$ cat src/rtl/i2c_cmd_pkg.sv
`default_nettype none
// ============================================================================
//  Module      : i2c_cmd_pkg
//  Description : Shared definitions for the I2C command sequencer. Holds the
//                I2C core register map, control-register command bytes, the
//                status-register bit positions, and the sequencer state and
//                error encodings.
//  Revision    : 1.0 - initial release
// ============================================================================
package i2c_cmd_pkg;

   // I2C core register addresses
   localparam logic [2:0] c_adr_prerlo = 3'd0;
   localparam logic [2:0] c_adr_prerhi = 3'd1;
   localparam logic [2:0] c_adr_ctr    = 3'd2;
   localparam logic [2:0] c_adr_txr    = 3'd3;   // write side
   localparam logic [2:0] c_adr_rxr    = 3'd3;   // read side
   localparam logic [2:0] c_adr_cr     = 3'd4;   // write side
   localparam logic [2:0] c_adr_sr     = 3'd4;   // read side

   // Core enable bit in CTR
   localparam logic [7:0] c_ctr_en = 8'h80;

   // Command register values
   localparam logic [7:0] c_cr_sta_wr     = 8'h90;
   localparam logic [7:0] c_cr_sto_wr     = 8'h50;
   localparam logic [7:0] c_cr_sto_rd_ack = 8'h68;  // master NACKs the only byte
   localparam logic [7:0] c_cr_sto        = 8'h40;

   // Status register bit positions
   localparam int c_sr_rxack = 7;
   localparam int c_sr_busy  = 6;
   localparam int c_sr_al    = 5;
   localparam int c_sr_tip   = 1;

   typedef enum logic [3:0] {
      ST_INIT_PL   = 4'd0,
      ST_INIT_PH   = 4'd1,
      ST_INIT_CTR  = 4'd2,
      ST_IDLE      = 4'd3,
      ST_ADDR_TX   = 4'd4,
      ST_ADDR_CR   = 4'd5,
      ST_ADDR_POLL = 4'd6,
      ST_DATA_TX   = 4'd7,
      ST_DATA_CR   = 4'd8,
      ST_DATA_POLL = 4'd9,
      ST_RD_RXR    = 4'd10,
      ST_STOP_CR   = 4'd11,
      ST_STOP_POLL = 4'd12,
      ST_RESP      = 4'd13
   } state_t;

   typedef enum logic [2:0] {
      ERR_OK        = 3'd0,
      ERR_ADDR_NACK = 3'd1,
      ERR_DATA_NACK = 3'd2,
      ERR_ARB_LOST  = 3'd3,
      ERR_TIMEOUT   = 3'd4
   } err_t;

   // States that repeatedly read SR and share the poll counter
   function automatic logic is_poll_state(input state_t s);
      return (s == ST_ADDR_POLL) || (s == ST_DATA_POLL) || (s == ST_STOP_POLL);
   endfunction

endpackage
`default_nettype wire

$ cat src/rtl/wb_single_access.sv
`default_nettype none
// ============================================================================
//  Module      : wb_single_access
//  Description : Performs one Wishbone classic read or write per request.
//                Bus outputs are registered; cyc/stb drop the cycle after the
//                acknowledge. done pulses in the acknowledge cycle, and rdat
//                is valid together with done.
//  Ports       : wb_clk_i/arst_i   clock, async active-low reset
//                req/we/adr/wdat   access request (taken only while idle)
//                done/rdat         completion pulse and read data
//                wb_*              Wishbone master signals
//  Revision    : 1.0 - initial release
// ============================================================================
module wb_single_access (
   input  logic       wb_clk_i,
   input  logic       arst_i,
   input  logic       req,
   input  logic       we,
   input  logic [2:0] adr,
   input  logic [7:0] wdat,
   output logic       done,
   output logic [7:0] rdat,
   output logic [2:0] wb_adr_o,
   output logic [7:0] wb_dat_o,
   input  logic [7:0] wb_dat_i,
   output logic       wb_we_o,
   output logic       wb_stb_o,
   output logic       wb_cyc_o,
   input  logic       wb_ack_i
);

   logic       r_cyc;
   logic       r_stb;
   logic       r_we;
   logic [2:0] r_adr;
   logic [7:0] r_dat;
   logic       w_done;

   // An acknowledge outside an active strobe is not ours
   assign w_done = r_stb & wb_ack_i;

   always_ff @(posedge wb_clk_i or negedge arst_i) begin
      if (!arst_i) begin
         r_cyc <= 1'b0;
         r_stb <= 1'b0;
         r_we  <= 1'b0;
         r_adr <= 3'd0;
         r_dat <= 8'h00;
      end else if (w_done) begin
         r_cyc <= 1'b0;
         r_stb <= 1'b0;
         r_we  <= 1'b0;
      end else if (req && !r_stb) begin
         r_cyc <= 1'b1;
         r_stb <= 1'b1;
         r_we  <= we;
         r_adr <= adr;
         r_dat <= wdat;
      end
   end

   assign done     = w_done;
   assign rdat     = wb_dat_i;
   assign wb_cyc_o = r_cyc;
   assign wb_stb_o = r_stb;
   assign wb_we_o  = r_we;
   assign wb_adr_o = r_adr;
   assign wb_dat_o = r_dat;

endmodule
`default_nettype wire

$ cat src/rtl/i2c_cmd_master.sv
`default_nettype none
// ============================================================================
//  Module      : i2c_cmd_master
//  Description : Turns single-byte I2C read/write commands into the Wishbone
//                register access sequence of the I2C master core (TXR, CR,
//                SR polling, RXR) and returns data plus a status code. The
//                prescaler and core enable are programmed once after reset.
//  Ports       : wb_clk_i, arst_i            clock, async active-low reset
//                cmd_valid/ready/rw/addr/data command channel
//                rsp_valid/ready/data/err    response channel
//                busy                        high outside IDLE
//                wb_*                        Wishbone master to the I2C core
//  Revision    : 1.0 - initial release
// ============================================================================
module i2c_cmd_master
   import i2c_cmd_pkg::*;
#(
   parameter logic [15:0] PRESCALE = 16'h0063,
   parameter int          POLL_MAX = 1024
) (
   input  logic       wb_clk_i,
   input  logic       arst_i,
   input  logic       cmd_valid,
   output logic       cmd_ready,
   input  logic       cmd_rw,
   input  logic [6:0] cmd_addr,
   input  logic [7:0] cmd_data,
   output logic       rsp_valid,
   input  logic       rsp_ready,
   output logic [7:0] rsp_data,
   output logic [2:0] rsp_err,
   output logic       busy,
   output logic [2:0] wb_adr_o,
   output logic [7:0] wb_dat_o,
   input  logic [7:0] wb_dat_i,
   output logic       wb_we_o,
   output logic       wb_stb_o,
   output logic       wb_cyc_o,
   input  logic       wb_ack_i
);

   localparam int c_cnt_w = $clog2(POLL_MAX + 1);
   localparam logic [c_cnt_w-1:0] c_poll_last = c_cnt_w'(POLL_MAX - 1);

   state_t             r_state;
   state_t             w_state_nxt;

   logic               r_rw;
   logic [6:0]         r_addr;
   logic [7:0]         r_data;
   err_t               r_err;
   logic [7:0]         r_rsp_data;
   logic [c_cnt_w-1:0] r_poll_cnt;

   logic               w_req;
   logic               w_we;
   logic [2:0]         w_adr;
   logic [7:0]         w_wdat;
   logic               w_done;
   logic [7:0]         w_rdat;
   logic               w_accept;
   logic               w_err_set;
   err_t               w_err_val;
   logic               w_poll_last;
   logic               w_wb_active;

   wb_single_access u_wb (
      .wb_clk_i (wb_clk_i),
      .arst_i   (arst_i),
      .req      (w_req),
      .we       (w_we),
      .adr      (w_adr),
      .wdat     (w_wdat),
      .done     (w_done),
      .rdat     (w_rdat),
      .wb_adr_o (wb_adr_o),
      .wb_dat_o (wb_dat_o),
      .wb_dat_i (wb_dat_i),
      .wb_we_o  (wb_we_o),
      .wb_stb_o (wb_stb_o),
      .wb_cyc_o (wb_cyc_o),
      .wb_ack_i (wb_ack_i)
   );

   // An access is in flight whenever strobe is up; a new request is only
   // raised once it has dropped, which yields the idle cycle between accesses.
   assign w_wb_active = wb_stb_o;
   assign w_poll_last = (r_poll_cnt == c_poll_last);

   always_ff @(posedge wb_clk_i or negedge arst_i) begin
      if (!arst_i) begin
         r_state <= ST_INIT_PL;
      end else begin
         r_state <= w_state_nxt;
      end
   end

   always_comb begin
      w_state_nxt = r_state;
      w_req       = 1'b0;
      w_we        = 1'b0;
      w_adr       = c_adr_sr;
      w_wdat      = 8'h00;
      w_accept    = 1'b0;
      w_err_set   = 1'b0;
      w_err_val   = ERR_OK;

      case (r_state)
         ST_INIT_PL: begin
            w_req  = !w_wb_active;
            w_we   = 1'b1;
            w_adr  = c_adr_prerlo;
            w_wdat = PRESCALE[7:0];
            if (w_done) w_state_nxt = ST_INIT_PH;
         end
         ST_INIT_PH: begin
            w_req  = !w_wb_active;
            w_we   = 1'b1;
            w_adr  = c_adr_prerhi;
            w_wdat = PRESCALE[15:8];
            if (w_done) w_state_nxt = ST_INIT_CTR;
         end
         ST_INIT_CTR: begin
            w_req  = !w_wb_active;
            w_we   = 1'b1;
            w_adr  = c_adr_ctr;
            w_wdat = c_ctr_en;
            if (w_done) w_state_nxt = ST_IDLE;
         end
         ST_IDLE: begin
            // The address byte is launched straight from the handshake so its
            // strobe appears in the cycle right after acceptance.
            w_we   = 1'b1;
            w_adr  = c_adr_txr;
            w_wdat = {cmd_addr, cmd_rw};
            if (cmd_valid) begin
               w_accept    = 1'b1;
               w_req       = 1'b1;
               w_state_nxt = ST_ADDR_TX;
            end
         end
         ST_ADDR_TX: begin
            w_req  = !w_wb_active;
            w_we   = 1'b1;
            w_adr  = c_adr_txr;
            w_wdat = {r_addr, r_rw};
            if (w_done) w_state_nxt = ST_ADDR_CR;
         end
         ST_ADDR_CR: begin
            w_req  = !w_wb_active;
            w_we   = 1'b1;
            w_adr  = c_adr_cr;
            w_wdat = c_cr_sta_wr;
            if (w_done) w_state_nxt = ST_ADDR_POLL;
         end
         ST_ADDR_POLL: begin
            w_req = !w_wb_active;
            w_adr = c_adr_sr;
            if (w_done) begin
               if (w_rdat[c_sr_tip]) begin
                  if (w_poll_last) begin
                     w_err_set   = 1'b1;
                     w_err_val   = ERR_TIMEOUT;
                     w_state_nxt = ST_RESP;
                  end
               end else if (w_rdat[c_sr_al]) begin
                  w_err_set   = 1'b1;
                  w_err_val   = ERR_ARB_LOST;
                  w_state_nxt = ST_RESP;
               end else if (w_rdat[c_sr_rxack]) begin
                  w_err_set   = 1'b1;
                  w_err_val   = ERR_ADDR_NACK;
                  w_state_nxt = ST_STOP_CR;
               end else begin
                  w_state_nxt = r_rw ? ST_DATA_CR : ST_DATA_TX;
               end
            end
         end
         ST_DATA_TX: begin
            w_req  = !w_wb_active;
            w_we   = 1'b1;
            w_adr  = c_adr_txr;
            w_wdat = r_data;
            if (w_done) w_state_nxt = ST_DATA_CR;
         end
         ST_DATA_CR: begin
            w_req  = !w_wb_active;
            w_we   = 1'b1;
            w_adr  = c_adr_cr;
            w_wdat = r_rw ? c_cr_sto_rd_ack : c_cr_sto_wr;
            if (w_done) w_state_nxt = ST_DATA_POLL;
         end
         ST_DATA_POLL: begin
            // STOP was issued with the data byte, so every exit goes to the
            // response (via RXR for reads).
            w_req = !w_wb_active;
            w_adr = c_adr_sr;
            if (w_done) begin
               if (w_rdat[c_sr_tip]) begin
                  if (w_poll_last) begin
                     w_err_set   = 1'b1;
                     w_err_val   = ERR_TIMEOUT;
                     w_state_nxt = ST_RESP;
                  end
               end else if (w_rdat[c_sr_al]) begin
                  w_err_set   = 1'b1;
                  w_err_val   = ERR_ARB_LOST;
                  w_state_nxt = ST_RESP;
               end else if (r_rw) begin
                  w_state_nxt = ST_RD_RXR;
               end else begin
                  if (w_rdat[c_sr_rxack]) begin
                     w_err_set = 1'b1;
                     w_err_val = ERR_DATA_NACK;
                  end
                  w_state_nxt = ST_RESP;
               end
            end
         end
         ST_RD_RXR: begin
            w_req = !w_wb_active;
            w_adr = c_adr_rxr;
            if (w_done) w_state_nxt = ST_RESP;
         end
         ST_STOP_CR: begin
            w_req  = !w_wb_active;
            w_we   = 1'b1;
            w_adr  = c_adr_cr;
            w_wdat = c_cr_sto;
            if (w_done) w_state_nxt = ST_STOP_POLL;
         end
         ST_STOP_POLL: begin
            w_req = !w_wb_active;
            w_adr = c_adr_sr;
            if (w_done) begin
               if (w_rdat[c_sr_busy]) begin
                  if (w_poll_last) begin
                     w_err_set   = 1'b1;
                     w_err_val   = ERR_TIMEOUT;
                     w_state_nxt = ST_RESP;
                  end
               end else begin
                  w_state_nxt = ST_RESP;
               end
            end
         end
         ST_RESP: begin
            if (rsp_ready) w_state_nxt = ST_IDLE;
         end
         default: begin
            w_state_nxt = ST_INIT_PL;
         end
      endcase
   end

   // Poll counter: held at zero outside the poll states, so it is clear on
   // entry to each of them; counts completed SR reads.
   always_ff @(posedge wb_clk_i or negedge arst_i) begin
      if (!arst_i) begin
         r_poll_cnt <= '0;
      end else if (!is_poll_state(r_state)) begin
         r_poll_cnt <= '0;
      end else if (w_done) begin
         r_poll_cnt <= r_poll_cnt + 1'b1;
      end
   end

   always_ff @(posedge wb_clk_i or negedge arst_i) begin
      if (!arst_i) begin
         r_rw       <= 1'b0;
         r_addr     <= 7'h00;
         r_data     <= 8'h00;
         r_err      <= ERR_OK;
         r_rsp_data <= 8'h00;
      end else begin
         if (w_accept) begin
            r_rw       <= cmd_rw;
            r_addr     <= cmd_addr;
            r_data     <= cmd_data;
            r_err      <= ERR_OK;
            r_rsp_data <= 8'h00;
         end
         if (w_err_set) begin
            r_err <= w_err_val;
         end
         if ((r_state == ST_RD_RXR) && w_done) begin
            r_rsp_data <= w_rdat;
         end
      end
   end

   assign cmd_ready = (r_state == ST_IDLE);
   assign busy      = (r_state != ST_IDLE);
   assign rsp_valid = (r_state == ST_RESP);
   assign rsp_data  = r_rsp_data;
   assign rsp_err   = r_err;

endmodule
`default_nettype wire

$ cat config.mk
export PLATFORM = sky130hd
export DESIGN_NAME = i2c_cmd_master
export DESIGN_NICKNAME = d
export VERILOG_FILES = /design/src/rtl/i2c_cmd_pkg.sv /design/src/rtl/wb_single_access.sv /design/src/rtl/i2c_cmd_master.sv
export SDC_FILE = /design/constraint.sdc
export NUM_CORES = 1
export LEC_CHECK = 0
export CAP_MARGIN = 40
export CORE_MARGIN = 2
export CORE_UTILIZATION = 53
export DETAILED_ROUTE_END_ITERATION = 10
export GPL_ROUTABILITY_DRIVEN = 1
export PLACE_DENSITY = 0.87
export SYNTH_ARGS = -nofsm -noshare
export SYNTH_HDL_FRONTEND = slang
export SYNTH_HIERARCHICAL = 1
export SYNTH_SLANG_ARGS = --single-unit
$ cat constraint.sdc
create_clock -name wb_clk_i -period 2.9 [get_ports wb_clk_i]
set_clock_uncertainty 0.05 [all_clocks]
set_input_delay 0.29 -clock wb_clk_i [delete_from_list [all_inputs] [get_ports wb_clk_i]]
set_output_delay 0.29 -clock wb_clk_i [all_outputs]
set_load 0.02 [all_outputs]
==> results.py <==
metrics = {
    "run_status": {
        "status": "complete, no violations",
    },
    "yosys": {
        "syn_nets": 335,
        "ys_warn_count": 6,
        "post-synth-top-area-cell": "dfrtp_1",
        "synth_edf_count": 0,
        "async_flop_share": 1.00,
        "synth.distinct_cells": 66,
        "synth_ff_type": "dfrtp_1",
        "yosysSeqAreaShare": 0.432,
        "syn_inst": 305,
        "synth.cell_area_um2": 3180,
        "syn_avg_cell_area_um2": 10.4,
        "synth_top_cells_by_area": "dfrtp_1 43%, mux2_1 5.7%, mux2_4 4.2%, a22o_1 3.3%, nor2_1 2.9%",
        "synth_top_area_frac": 0.432,
        "ys_ff_latch": 55,
    },
    "place": {
        "placed_area_um2": 3720,
        "port_buffers": 56,
        "finalWeightedCongestion": 0.911,
        "place_ws_ns": 0.394,
        "hpwlAfterDp_um": 5160,
    },
    "grt": {
        "antenna_found_initial": 0,
        "grt_pass1_vias": 2437,
        "grt_pass1_wl_um": 12000,
        "grt_remaining_overflow": 0,
        "grt_usage": 0.235,
        "grt_max_degree": 32,
    },
    "setup_path": {
        "worst-setup-path-type": "register to register",
        "worst_path_largest_cell_delay_ns": 0.77,
        "timing.rr.end": "u_wb/wb_dat_o[2]",
        "cp_top_family": "simple AND/OR/NAND/NOR gates",
        "crit_buf_inv": 0,
        "rr_startpoint": "r_state[2]",
        "endpoint_kind": "register",
        "crit_start": "r_state[2]",
        "critical_path_peak_fanout": 19,
        "crit_slowest_cell": "dfrtp_1",
        "reg2reg_setup_slack_ns": 0.32,
        "crit_end": "u_wb/wb_dat_o[2]",
        "start_kind": "register",
        "crit_chain": "nor2b_1 -> a211oi_2 -> o21ai_0 -> nor2b_4 -> mux2_2",
        "critPathRequiredTime_ns": 3.05,
        "reg2reg_depth": 5,
        "worstSetupPathDepth": 5,
        "crit_arrival_ns": 2.73,
    },
    "cts": {
        "cts_root_buf": "clkbuf_8",
        "cts.sinks": 55,
        "htreeDepth": 2,
        "clk-insertion-delay-late_ns": 0.30,
        "cts_resized": 0,
        "cts_made_buffers": 5,
        "holdBufCountCts": 1,
        "cts.clk_slew.worst_paths_ns": 0.10,
        "cts_tree": "built",
        "clock_path_buffers": 2,
        "post_cts.repair.setup_buffers": 0,
    },
    "drt": {
        "drc": 0,
        "drt_first_pass_iters": 6,
        "highest_layer": "met4",
        "wl_met1_um": 3130,
        "postRouteWirelength_um": 7190,
        "drtAntennaViolNets": 0,
        "dr_wl_met2_um": 3490,
        "wl_met3_um": 430,
        "vias_per_cell": 6.02,
        "avgRoutedWirePerCell_um": 16.9,
        "drt_iter0_markers": 282,
        "vias": 2560,
    },
    "min_path": {
        "hp-class": "register to register",
    },
    "timing": {
        "period_needed_ns": 2.58,
        "rsz0062_at_grt": "no",
        "post-route-period-util": 0.889,
        "fin_tns_setup_ns": 0,
        "setup_ws_ns": 0.322,
        "max_slew_margin": 0.506,
        "whs_ns": 0.449,
        "worst-slew-pin-transition_ns": 0.739,
        "clock.fmax_mhz": 388,
        "finalSetupViolCount": 0,
        "slew_viol_final": 0,
        "hold_viol": 0,
    },
    "power": {
        "leakagePower_nw": 1.63,
        "irDropWorstVdd_mv": 0.454,
        "p_per_area_nw_per_um2": 988,
    },
    "cells_and_area": {
        "final_layout_size_suffix_gt1_frac": 0.134,
        "fillers": 437,
        "fin_util": 0.654,
        "areaGrowthSynthToFinish_pct": 20.2,
        "antennaDiodeCount": 0,
        "final_nets": 379,
        "stdcell_area_um2": 3830,
    },
    "floorplan": {
        "ios": 57,
        "coreArea_um2": 5850,
        "rows": 28,
        "die_w_um": 81.5,
        "die_y_um": 81.5,
        "start_util": 0.544,
        "dieArea_um2": 6640,
    },
    "run": {
        "max_cap_viol_count": 0,
    },
}
## flip-flops by register name, indices dropped and copies added (netlist names)
register,flops
u_wb/wb_we_o,1
rsp_err,3
u_wb/wb_stb_o,1
r_data,8
r_state,4
rsp_data,8
u_wb/wb_adr_o,3
r_rw,1
u_wb/wb_dat_o,8
r_poll_cnt,11
r_addr,7
## per-stage QoR
step / power [mW] / cells
3_5_place_dp: 3.32 / 416
4_1_cts: 3.79 / 425
6_report: 3.78 / 425
3_3_place_gp: 3.27 / 416
5_1_grt: 4.03 / 425
2_1_floorplan: 2.72 / 305
## report_power, final
part | switching (mW) | internal (mW)
Combinational | 1.03 | 1.00
Clock | 0.236 | 0.218
Sequential | 0.253 | 1.04
## worst min-delay path by stage
stage	start	endpoint	slack [ns]	depth (start not counted)
floorplan	arst_i	r_addr[0]	-0.06	0
global placement	arst_i	r_poll_cnt[5]	0.26	1
detailed placement	arst_i	r_poll_cnt[4]	0.27	1
CTS	r_addr[6]	r_addr[6]	0.45	1
global route	rsp_data[5]	rsp_data[5]	0.47	1
finish	r_addr[6]	r_addr[6]	0.45	1
## metal layers
layer	vias to the layer above	GRT usage
met5	-	0
met4	0	0.0864
met3	16	0.0527
met2	93	0.372
met1	1272	0.316
li1	1179	-
## synth_stat cells, drive strengths merged, types with 6 or more instances
| cell | count |
|---|---|
| nand2 | 22 |
| xor2 | 9 |
| clkbuf | 6 |
| dfrtp | 55 |
| inv | 10 |
| a21oi | 13 |
| nor2 | 25 |
| a22o | 12 |
| o21ai | 20 |
| buf | 24 |
| mux2 | 30 |
| nor2b | 7 |
## cell type report
| type | count | area (µm²) | share of cell area |
|---|---|---|---|
| clock buffer | 8 | 100 | 0.0261 |
| inverter | 10 | 37.5 | 0.00980 |
| multi-input combinational | 210 | 1580 | 0.413 |
| sequential | 55 | 1380 | 0.359 |
| tap | 75 | 93.8 | 0.0245 |
| timing repair buffer | 67 | 641 | 0.167 |
## cell families after synthesis
logic type / after synthesis / share of synthesized area
and+or+nand+nor: 85 / 0.155
AOI/OAI and AO/OA: 81 / 0.184
DFF: 55 / 0.432
buffers and inverters: 40 / 0.0715
muxes: 32 / 0.123
xor gates and xnor gates: 11 / 0.0303
adders and majority gates: 1 / 0.00393
## layout by cell type, fill, tap and decap left out, types with 5 or more instances in the layout
master	synthesis	final
inv_1	9	9
nor2_1	25	25
nand2_1	21	21
mux2_4	9	9
xor2_1	9	9
mux2_1	16	16
nor2b_1	6	6
clkbuf_8	0	7
a22o_1	12	12
buf_4	11	10
mux2_2	5	5
o21ai_0	17	17
dfrtp_1	55	55
clkdlybuf4s50_1	0	55
nand3_1	5	5
a21oi_1	12	12
Note: power is estimated with default switching activity, not from simulation.
